## config.mk

```make
export PLATFORM = sky130hd
export DESIGN_NAME = hazard_stall_unit
export DESIGN_NICKNAME = d
export VERILOG_FILES = /design/src/rtl/hazard_stall_unit_pkg.sv /design/src/rtl/hazard_stall_unit_md_busy_counter.sv /design/src/rtl/hazard_stall_unit.sv
export SDC_FILE = /design/constraint.sdc
export NUM_CORES = 1
export LEC_CHECK = 0
export ABC_AREA = 1
export CORE_MARGIN = 10
export CORE_UTILIZATION = 30
export CTS_CLUSTER_DIAMETER = 150
export CTS_CLUSTER_SIZE = 14
export DETAILED_ROUTE_END_ITERATION = 7
export PLACE_DENSITY_LB_ADDON = 0.2
export SETUP_SLACK_MARGIN = 0.02
export SYNTH_ARGS = -nofsm -noshare
export SYNTH_HDL_FRONTEND = slang
export SYNTH_SLANG_ARGS = --single-unit
```

## constraint.sdc

```tcl
create_clock -name Clk -period 1.85 [get_ports Clk]
set_input_delay 0.2775 -clock Clk [delete_from_list [all_inputs] [get_ports Clk]]
set_output_delay 0.2775 -clock Clk [all_outputs]
set_load 0.05 [all_outputs]
```

## src/rtl/hazard_stall_unit_pkg.sv

```systemverilog
// Shared pipeline definitions for the MIPS interlock logic: defaults, register-zero
// encoding, the NOP word consumed by flush/bubble logic and the hazard decode helper.
package hazard_stall_unit_pkg;

    localparam int           MD_LATENCY_DEF = 4;
    localparam int           MD_CNT_W       = 4;
    localparam logic [4:0]   REG_ZERO       = 5'd0;
    localparam logic [31:0]  NOP_INSTR      = 32'h0000_0000;

    typedef enum logic [1:0] {
        PIPE_RUN   = 2'd0,
        PIPE_STALL = 2'd1,
        PIPE_FLUSH = 2'd2
    } pipe_action_e;

    // A load into $0 never produces a value, so it cannot create a dependence.
    function automatic logic load_use_hit(
        input logic       mem_read,
        input logic [4:0] ld_rt,
        input logic [4:0] id_rs,
        input logic [4:0] id_rt,
        input logic       id_uses_rt
    );
        return mem_read && (ld_rt != REG_ZERO) &&
               ((ld_rt == id_rs) || (id_uses_rt && (ld_rt == id_rt)));
    endfunction

endpackage

```

## src/rtl/hazard_stall_unit_md_busy_counter.sv

```systemverilog
// Tracks the multi-cycle multiply/divide unit: loads the latency on issue and
// counts down until HI/LO become readable from ID.
module md_busy_counter
    import hazard_stall_unit_pkg::*;
#(
    parameter int MD_LATENCY = MD_LATENCY_DEF
) (
    input  logic Clk,
    input  logic Rst,
    input  logic i_issue,
    output logic o_busy
);

    logic [MD_CNT_W-1:0] r_md_cnt;

    // Busy countdown: reset clears, issue reloads, otherwise decrement to zero.
    always_ff @(posedge Clk) begin
        if (Rst) begin
            r_md_cnt <= {MD_CNT_W{1'b0}};
        end else if (i_issue) begin
            r_md_cnt <= MD_CNT_W'(MD_LATENCY);
        end else if (r_md_cnt != {MD_CNT_W{1'b0}}) begin
            r_md_cnt <= r_md_cnt - {{(MD_CNT_W-1){1'b0}}, 1'b1};
        end else begin
            r_md_cnt <= r_md_cnt;
        end
    end

    assign o_busy = (r_md_cnt != {MD_CNT_W{1'b0}});

endmodule

```

## src/rtl/hazard_stall_unit.sv

```systemverilog
// Pipeline interlock: decides per cycle whether ID advances, stalls or is flushed,
// and keeps a saturating count of stall cycles.
module hazard_stall_unit
    import hazard_stall_unit_pkg::*;
#(
    parameter int MD_LATENCY = MD_LATENCY_DEF,
    parameter int CNT_W      = 16
) (
    input  logic             Clk,
    input  logic             Rst,
    input  logic [4:0]       IF_ID_RegisterRs,
    input  logic [4:0]       IF_ID_RegisterRt,
    input  logic             IF_ID_UsesRt,
    input  logic             IF_ID_IsMulDiv,
    input  logic             IF_ID_IsMfHiLo,
    input  logic             ID_EX_MemRead,
    input  logic [4:0]       ID_EX_RegisterRt,
    input  logic             EX_Mispredict,
    output logic             PCWrite,
    output logic             IF_ID_Write,
    output logic             ID_EX_Bubble,
    output logic             IF_ID_Flush,
    output logic             ID_EX_Flush,
    output logic             MdBusy,
    output logic [CNT_W-1:0] StallCount
);

    logic         w_load_use;
    logic         w_md_haz;
    logic         w_stall;
    logic         w_flush;
    logic         w_issue_md;
    logic         w_md_busy;
    pipe_action_e w_action;
    logic [CNT_W-1:0] r_stall_cnt;

    assign w_load_use = load_use_hit(ID_EX_MemRead, ID_EX_RegisterRt,
                                     IF_ID_RegisterRs, IF_ID_RegisterRt, IF_ID_UsesRt);
    assign w_md_haz   = w_md_busy && (IF_ID_IsMfHiLo || IF_ID_IsMulDiv);
    assign w_flush    = EX_Mispredict;
    assign w_stall    = !EX_Mispredict && (w_load_use || w_md_haz);
    assign w_issue_md = IF_ID_IsMulDiv && !w_stall && !w_flush;

    md_busy_counter #(
        .MD_LATENCY (MD_LATENCY)
    ) u_md_busy_counter (
        .Clk     (Clk),
        .Rst     (Rst),
        .i_issue (w_issue_md),
        .o_busy  (w_md_busy)
    );

    // Pick the pipeline action; flush outranks stall and reset forces free-run enables.
    always_comb begin
        w_action = PIPE_RUN;
        if (Rst) begin
            w_action = PIPE_RUN;
        end else if (w_flush) begin
            w_action = PIPE_FLUSH;
        end else if (w_stall) begin
            w_action = PIPE_STALL;
        end else begin
            w_action = PIPE_RUN;
        end
    end

    // Translate the action into register enables and clear strobes.
    always_comb begin
        PCWrite      = 1'b1;
        IF_ID_Write  = 1'b1;
        ID_EX_Bubble = 1'b0;
        IF_ID_Flush  = 1'b0;
        ID_EX_Flush  = 1'b0;
        case (w_action)
            PIPE_STALL: begin
                PCWrite      = 1'b0;
                IF_ID_Write  = 1'b0;
                ID_EX_Bubble = 1'b1;
            end
            PIPE_FLUSH: begin
                IF_ID_Flush  = 1'b1;
                ID_EX_Flush  = 1'b1;
            end
            default: begin
                PCWrite      = 1'b1;
                IF_ID_Write  = 1'b1;
            end
        endcase
    end

    // Saturating stall-cycle counter.
    always_ff @(posedge Clk) begin
        if (Rst) begin
            r_stall_cnt <= {CNT_W{1'b0}};
        end else if (w_stall && (r_stall_cnt != {CNT_W{1'b1}})) begin
            r_stall_cnt <= r_stall_cnt + {{(CNT_W-1){1'b0}}, 1'b1};
        end else begin
            r_stall_cnt <= r_stall_cnt;
        end
    end

    assign MdBusy     = w_md_busy;
    assign StallCount = r_stall_cnt;

endmodule
```

# Word-level counts from Yosys, hierarchy flattened
# Cells that the tools add are included.
# Widths: inputs -> output; s select.
op_classes:
  n_addsub: 2
  eq_ne: 5
  mux: 8
  n_reduce_logical: 17
ops:
  columns: ["cell", "n"]
  rows:
  - ["$add 16x1->16 const B", 1]
  - ["$ne 16x16->1 const B", 1]
  - ["$eq 5x5->1", 2]
  - ["$logic_and 1x1->1", 8]
  - ["$mux 3", 2]
  - ["$reduce_bool 5->1", 1]
  - ["$mux 1", 4]
  - ["$mux 2", 2]
  - ["$reduce_bool 4->1", 1]
  - ["$sub 4x1->4 const B", 1]
  - ["$logic_or 1x1->1", 3]
  - ["$eq 2x1->1 const B", 1]
  - ["$eq 2x2->1 const B", 1]
  - ["$logic_not 1->1", 2]
  - ["$reduce_bool 2->1", 1]
  - ["$reduce_or 2->1", 1]
word_totals:
  register_bits: 20
  input_bits: 22
  output_inout_bits: 22
  elab_cells: 35

# Depth between registers and ports, before layout
# Gate-level depths: netlist of run 1.
depth:
  ltp_word: 11
  ltp_mapped: 12
  ltp_nobuf: 12

# Modules after synthesis
# Synthesis of run 1 repeated with hierarchy kept, for this count alone.
unflattened:
  cells_unflattened: 287
  area_unflattened_um2: 1594.0
by_module_without_submodules:
  columns: ["mod", "instances", "cells_per_inst", "area_per_inst_um2", "seq_area_each_um2"]
  rows:
  - ["hazard_stall_unit", 1, 256, 1395.1, 320.3]
  - ["md_busy_counter", 1, 31, 198.9, 80.1]

# Worst setup path after synthesis of run 1
# No wires, ideal clock.
synth_timing:
  path_type: "reg2out"
  from: "reg u_md_busy_counter.r_md_cnt[0]"
  to: "out PCWrite"
  arrival_ns: 2.991
  required_time_ns: 1.572
  path_slack_ns: -1.418
  stages_incl_launch_ff: 10
  path_buffers: 1
  cell_sequence: "dfxtp_1 -> inv_1 -> ha_1 -> nand3_1 -> o21ai_1 -> nand2_4 -> nand2_1 -> nor2_1 -> inv_1 -> buf_4"
synth_via:
  elab_chain_cells: 9
synth_rtl:
  columns: ["element", "line_no", "text"]
  rows:
  - ["from (decl)", "hazard_stall_unit_md_busy_counter.sv:14", "logic [MD_CNT_W-1:0] r_md_cnt;"]
  - ["from (signal assigned)", "hazard_stall_unit_md_busy_counter.sv:19", "r_md_cnt <= {MD_CNT_W{1'b0}};"]
  - ["from (signal assigned)", "hazard_stall_unit_md_busy_counter.sv:21", "r_md_cnt <= MD_CNT_W'(MD_LATENCY);"]
  - ["from (signal assigned)", "hazard_stall_unit_md_busy_counter.sv:23", "r_md_cnt <= r_md_cnt - {{(MD_CNT_W-1){1'b0}}, 1'b1};"]
  - ["$reduce_bool 4->1", "hazard_stall_unit_md_busy_counter.sv:29", "assign o_busy = (r_md_cnt != {MD_CNT_W{1'b0}});"]
  - ["named net MdBusy", "hazard_stall_unit.sv:24", "output logic MdBusy,"]
  - ["$logic_and 1x1->1", "hazard_stall_unit.sv:39", "assign w_md_haz = w_md_busy && (IF_ID_IsMfHiLo || IF_ID_IsMulDiv);"]
  - ["$logic_or 1x1->1", "hazard_stall_unit.sv:41", "assign w_stall = !EX_Mispredict && (w_load_use || w_md_haz);"]
  - ["$logic_and 1x1->1", "hazard_stall_unit.sv:41", null]
  - ["$mux 1", "hazard_stall_unit.sv:60", "end else if (w_stall) begin"]
  - ["$mux 2", "hazard_stall_unit.sv:58", "end else if (w_flush) begin"]
  - ["$mux 2", "hazard_stall_unit.sv:56", "if (Rst) begin"]
  - ["$eq 2x1->1", null, null]
  - ["$mux 1", null, null]
  - ["to (decl)", "hazard_stall_unit.sv:19", "output logic PCWrite,"]
# The timed path passes the listed nets, and every way through them passes these cells.

# Worst setup path after layout of run 1
layout_timing:
  from: "reg u_md_busy_counter.r_md_cnt[0]"
  to: "out IF_ID_Write"
layout_via:
  elab_chain_cells: 9
layout_rtl:
  columns: ["element", "line_no", "text"]
  rows:
  - ["$reduce_bool 4->1", "hazard_stall_unit_md_busy_counter.sv:29", null]
  - ["$logic_and 1x1->1", "hazard_stall_unit.sv:39", null]
  - ["$logic_or 1x1->1", "hazard_stall_unit.sv:41", null]
  - ["$logic_and 1x1->1", "hazard_stall_unit.sv:41", null]
  - ["$mux 1", "hazard_stall_unit.sv:60", null]
  - ["$mux 2", "hazard_stall_unit.sv:58", null]
  - ["$mux 2", "hazard_stall_unit.sv:56", null]
  - ["$eq 2x1->1", "hazard_stall_unit.sv:74", "case (w_action)"]
  - ["$mux 1", "hazard_stall_unit.sv:74", null]
  - ["to (decl)", "hazard_stall_unit.sv:20", "output logic IF_ID_Write,"]
# Every way passes these cells.

==> metrics.cfg, run 1 <==
[detailed_routing]
drtAntennaViolNets=0
vias_per_cell=4.49
totalWireLength_um=4160
firstDrtPassIters=4
first_iter_violations=47
drc=0
wl_per_cell_um=11.6
vias=1606

[power]
p_comb_frac=0.554
p_leak_nw=0.982
ir_drop_mv=0.526
p_seq_frac=0.269
total_power_mw=1.87
net-switching-power_uw=749
internal-power_mw=1.12
power_density_nw_per_um2=841
switching_share=0.402
pwr-share-clk=0.177

[setup_path]
reg2reg_slack_ns=0.23
worstSetupPathType=flop to output pin
crit_path_end_kind=output pin
cp_data_required_time_ns=1.57
timing.rr.end=StallCount[12]
path_max_fanout=3
cp-startpoint=u_md_busy_counter.r_md_cnt[0]
crit_end=IF_ID_Write
arrival_ns=1.52
critPathLaunchType=flop
r2r-start=u_md_busy_counter.r_md_cnt[0]
reg2regPathDepth=13

[timing]
worstMarginPinSlew_ns=0.503
slew_headroom=0.664
skew_ns=0.00121
setup_violations=0
hold_violations=0
fmax_ghz=0.556
period_needed_ns=1.80
rsz0062_at_grt=true
holdWs_ns=0.495
final_max_slew_viol_count=0
tns_ns=0
fin_crit_sh=0.972

[clock_network]
cts_tree=built
clk_latency_ns=0.26
clkSinkCount=20
numCtsBuffers=3
clk_path_buf_depth=2
clk_pin_slew_ns=0.07
htree_levels=1
root_buffer=clkbuf_8

[grt]
grt_max_degree=19
grt_pass1_vias=1500
grt_pass1_wl_um=7130
antenna_found_initial=0
grt.overflow.total=0
grt_use_total=0.101

[placed_design]
post-dp-hpwl_um=3310
routabilityCongestion=0.805
dp.cells=348
io_buffers=43
placed_area_um2=2140

[logic_synthesis]
synth_top_area_frac=0.268
avgSynthCellArea_um2=6.45
syn_inst=232
ys_seq_elements=20
synth_flop_cell=dfxtp_1
synth_enable_flop_cells=0
synth_nets=256
synth_most_common_cell=nand2_1
yosysSeqAreaShare=0.268
ys_warn_count=0
yosysTopAreaCell=dfxtp_1
async_flop_share=0
synth_common_cells=nand2_1 (71), inv_1 (29), nor2_1 (22), dfxtp_1 (20), nand4_1 (18)
ys_top_cells_by_area=dfxtp_1 (27%), nand2_1 (18%), nand4_1 (7.5%), inv_1 (7.3%), nor2_1 (5.5%)
syn-cell-area_um2=1500
synth.distinct_cells=27

[worst_hold_path]
hp-class=flop to flop
hp-start=StallCount[1]

[floorplan]
rows=25
die_x_um=90.6
die_h_um=90.6
pin_count=44
dieArea_um2=8210
core_area_um2=4790
initial_core_util=0.313

[run]
cap_viol_max_count=0

[finish]
fin_area_um2=2220
syn_to_final_growth_pct=48.2
drive_gt1_frac=0.351
fill_cells=523
instances_no_fill=358
num-nets-final=316
antenna-diode-count=0

[run_status]
status=complete, no violations

layout make-up:
class	count	area (um2)	share of cell area
inverter	36	139	0.0626
sequential	20	410	0.185
tap	67	83.8	0.0378
clock buffer	4	55.1	0.0248
timing repair buffer	64	541	0.244
multi-input combinational	167	988	0.446
per-stage QoR:
step	setup slack (ns)	utilization
floorplan	-0.371	-
global placement	-0.256	0.447
detailed placement	-0.286	0.447
CTS	0.0243	0.463
global route	-0.0290	0.463
finish	0.0527	0.463
how the worst min path moves through the flow:
stage	cells after the start	endpoint	slack (ns)
after floorplan	2	u_md_busy_counter.r_md_cnt[2]	0.46
after global placement	2	StallCount[1]	0.48
after detailed placement	2	StallCount[1]	0.48
after CTS	2	StallCount[1]	0.49
after global routing	2	StallCount[1]	0.53
final	2	StallCount[1]	0.50
placed cells by master (no fill, tap or decap), types with 2 or more instances in the layout:
master / count
dlygate4sd2_1: 2
nand2_1: 68
dfxtp_2: 8
clkbuf_2: 13
buf_8: 2
nor2_1: 17
inv_2: 9
nor3_1: 2
xor2_1: 8
a21oi_1: 6
buf_12: 4
xnor2_1: 5
nor2_2: 4
dfxtp_1: 12
nand3_4: 4
clkdlybuf4s50_1: 9
clkbuf_8: 4
nand4_1: 18
inv_1: 26
nand3_1: 9
nor2_4: 4
nand2_2: 2
nand2_4: 2
a21oi_2: 9
buf_4: 33
per-layer routing:
layer / global-route usage / up-vias / share of wire
li1: - / 855 / -
met1: 0.124 / 726 / 0.48
met2: 0.171 / 25 / 0.48
met3: 0.0308 / 0 / 0.044
met4: 0.0119 / 0 / 0
met5: 0 / - / 0
logic make-up (layout without fill, tap and decap cells):
kind of cell | after synthesis | count (layout) | synth area share
AOI/OAI and AO/OA | 18 | 18 | 0.0828
adders and majority gates | 2 | 2 | 0.0167
xor gates and xnor gates | 14 | 14 | 0.0819
DFF | 20 | 20 | 0.268
and+or+nand+nor | 132 | 132 | 0.420
buffers and inverters | 45 | 104 | 0.125
muxes | 1 | 1 | 0.00669
flip-flops by register name, summed over array words and instances, names as in the netlist:
signal / cells
StallCount: 16
u_md_busy_counter.r_md_cnt: 4
power groups by stage:
stage	sequential (mW)	clock, mW	combinational, mW
6_report	0.502	0.331	1.03
5_1_grt	0.508	0.358	1.14
4_1_cts	0.502	0.348	0.953
3_5_place_dp	0.512	0	0.918
3_3_place_gp	0.511	0	0.909
2_1_floorplan	0.547	0	0.596
worst max-delay path, cell delays in order, from the launching register on:
cell        delay (ns)
dfxtp_2           0.34
inv_2             0.05
ha_4              0.16
nand3_4           0.07
o21ai_4           0.07
nand2_4           0.08
nand2_4           0.05
nor2_4            0.14
clkinvlp_4        0.13
buf_8             0.16
repair_timing:
action                                  in CTS  in global routing
buffers inserted                             2                  4
resized for setup                           23                 32
hold buffers                                 0                  0
pin swaps                                   10                 22
endpoints found under the setup margin       3                  3
(Power assumes the default switching activity.)
==> run 2, diff against run 1 <==
==> constraint.sdc (replaced) <==
create_clock -name Clk -period 1.85 [get_ports Clk]
set_input_delay 0.2775 -clock Clk [delete_from_list [all_inputs] [get_ports Clk]]
set_output_delay 0.2775 -clock Clk [all_outputs]
set_load 0.01 [all_outputs]
==> run 2 against run 1 <==
Effect of this change:
- register-to-register slack got worse by 0.02 ns
- sequential cell count did not move
- clock power rose by 4%
- die area did not move
- worst setup slack improved by 0.084 ns
- sequential share of layout area fell by 0.39 points
- cell count rose by 0.56%
- critical path depth did not move
- sequential power fell by 2%
- global-route usage rose by 0.25 points
- final area fell by 0.34%
- total power fell by 16%
- critical endpoint is now PCWrite
- highest routed layer is now met4
==> metrics.cfg, run 2 (same netlist as run 1, synthesis figures left out) <==
[floorplan]
dieArea_um2=8210  ; unchanged
core_area_um2=4790  ; unchanged
initial_core_util=0.313  ; unchanged
die_x_um=90.6  ; unchanged
die_h_um=90.6  ; unchanged
rows=25  ; unchanged
pin_count=44  ; unchanged

[grt]
antenna_found_initial=0  ; unchanged
grt_max_degree=18  ; -1
grt_pass1_vias=1547  ; +3.1%
grt_pass1_wl_um=7160  ; +0.39%
grt_use_total=0.103  ; +0.00250
grt.overflow.total=0  ; unchanged

[timing]
period_needed_ns=1.71  ; -0.0837 ns
fmax_ghz=0.584  ; +4.9%
worstMarginPinSlew_ns=0.450  ; -0.0523 ns
fin_ws_ns=0.136  ; +0.0837 ns
skew_ns=0.00697  ; +0.00576 ns
rsz0062_at_grt=true
hold_violations=0  ; unchanged
slew_headroom=0.697  ; +0.0336
setup_violations=0  ; unchanged
holdWs_ns=0.501  ; +0.00595 ns
final_max_slew_viol_count=0  ; unchanged
fin_crit_sh=0.926  ; -0.0452

[finish]
largest_register_ffs=16  ; unchanged
layout_commonest_cell=nand2_1
fill_cells=510  ; -2.5%
seqCellArea_um2=400  ; -2.4%
fin_area_um2=2210  ; -0.34%
utilization=0.462  ; -0.00157
layout.cells.most_common_list=nand2_1 (69), inv_1 (28), buf_4 (23)
drive_gt1_frac=0.208  ; -0.142
num-nets-final=318  ; +0.63%
syn_to_final_growth_pct=47.7
multi_input_area_um2=941  ; -4.8%
antenna-diode-count=0  ; unchanged

[power]
p_comb_frac=0.464  ; -0.090
p_leak_nw=1.01  ; +2.9%
switching_share=0.371  ; -0.0305
p_seq_frac=0.315  ; +0.046
ir_drop_mv=0.354  ; -33%
power_density_nw_per_um2=708  ; -16%
pwr-share-clk=0.221  ; +0.044
internal-power_uw=984  ; -12%
net-switching-power_uw=581  ; -23%

[setup_path]
critPathLaunchType=flop
r2r-start=u_md_busy_counter.r_md_cnt[0]
path_max_fanout=2  ; -1
crit_path_end_kind=output pin
reg2regPathDepth=10  ; -3
crit_end=PCWrite
reg2reg_slack_ns=0.21  ; -0.02 ns
worstSetupPathType=flop to output pin
timing.rr.end=StallCount[0]
arrival_ns=1.44  ; -0.08 ns
cp_data_required_time_ns=1.57  ; about the same
cp-startpoint=u_md_busy_counter.r_md_cnt[0]

[detailed_routing]
vias=1587  ; -1.2%
drtAntennaViolNets=0  ; unchanged
drc=0  ; unchanged
first_iter_violations=50  ; +6.4%
wl_per_cell_um=11.6  ; about the same
totalWireLength_um=4180  ; +0.48%
firstDrtPassIters=4  ; unchanged
vias_per_cell=4.41  ; -1.7%

[clock_network]
cts_tree=built
post_cts_buffers=0  ; -2
cts_hold_buffers=0  ; unchanged
clk_latency_ns=0.27  ; about the same
numCtsBuffers=3  ; unchanged
root_buffer=clkbuf_8
clk_pin_slew_ns=0.08  ; about the same
clkSinkCount=20  ; unchanged
htree_levels=1  ; unchanged
clk_path_buf_depth=2  ; unchanged

[placed_design]
place_worst_setup_slack_ns=-0.529  ; -0.244 ns
placed_area_um2=2140  ; about the same
io_buffers=43  ; unchanged
post-dp-hpwl_um=3420  ; +3.5%
routabilityCongestion=0.809  ; +0.47%

[worst_hold_path]
hp-class=flop to flop

[run]
cap_viol_max_count=0  ; unchanged

[run_status]
status=complete, no violations

[run 2: cell count changes in the layout (fill, tap and decap cells not counted), moves of 6 or more]
cell / delta
clkbuf_2: -13
clkdlybuf4s50_1: +11
buf_4: -10
dlygate4sd2_1: +10
dfxtp_1: +8
dfxtp_2: -8
dlymetal6s2s_1: +6
[run 2: per-stage QoR]
stage / power [mW] / setup TNS (ns) / std cells
after global placement: 1.23 / -5.56 / 356
final: 1.56 / 0 / 360
after global routing: 1.69 / 0 / 360
after detailed placement: 1.24 / -5.92 / 356
after CTS: 1.56 / 0 / 360
after floorplan: 0.939 / 0 / 232
[run 2: layout make-up]
class                           instances  share of cell area
Multi-Input combinational cell        167               0.426
Sequential cell                        20               0.181
Tap cell                               67              0.0379
Inverter                               36              0.0612
Clock buffer                            4              0.0249
Timing Repair Buffer                   66               0.269
[run 2: worst min path at each step]
stage / endpoint / depth (start not counted) / slack [ns] / start
final: StallCount[10] / 2 / 0.50 / StallCount[10]
after global routing: StallCount[10] / 2 / 0.53 / StallCount[10]
after CTS: StallCount[10] / 2 / 0.51 / StallCount[10]
after detailed placement: StallCount[10] / 2 / 0.50 / StallCount[10]
after global placement: StallCount[10] / 2 / 0.49 / StallCount[10]
after floorplan: u_md_busy_counter.r_md_cnt[2] / 2 / 0.46 / IF_ID_IsMulDiv
[run 2: power groups by stage]
stage	Combinational, mW	Sequential (mW)	Clock (mW)
6_report	0.727	0.493	0.345
5_1_grt	0.817	0.497	0.379
4_1_cts	0.711	0.493	0.353
3_5_place_dp	0.736	0.503	0
3_3_place_gp	0.730	0.503	0
2_1_floorplan	0.429	0.510	0
[run 2: repair_timing]
action,CTS,global route
setup endpoints to repair,21,6
pin swaps,7,7
resized for setup,29,14
[run 2: per-layer routing]
layer / vias up / global-route usage / wire length (um)
li1: 857 / - / -
met1: 702 / 0.123 / 1920
met2: 23 / 0.170 / 1990
met3: 5 / 0.0299 / 220
met4: 0 / 0.0371 / 52
met5: - / 0 / 0
[run 2: worst max-delay path, cell delays in order (launching register included)]
cell and delay, ns:
dfxtp_1 0.33, inv_1 0.05, ha_1 0.22, nand3_2 0.10, o21ai_2 0.07, nand2_4 0.08, nand2_4 0.05, nor2_4 0.09
inv_2 0.04, buf_2 0.13
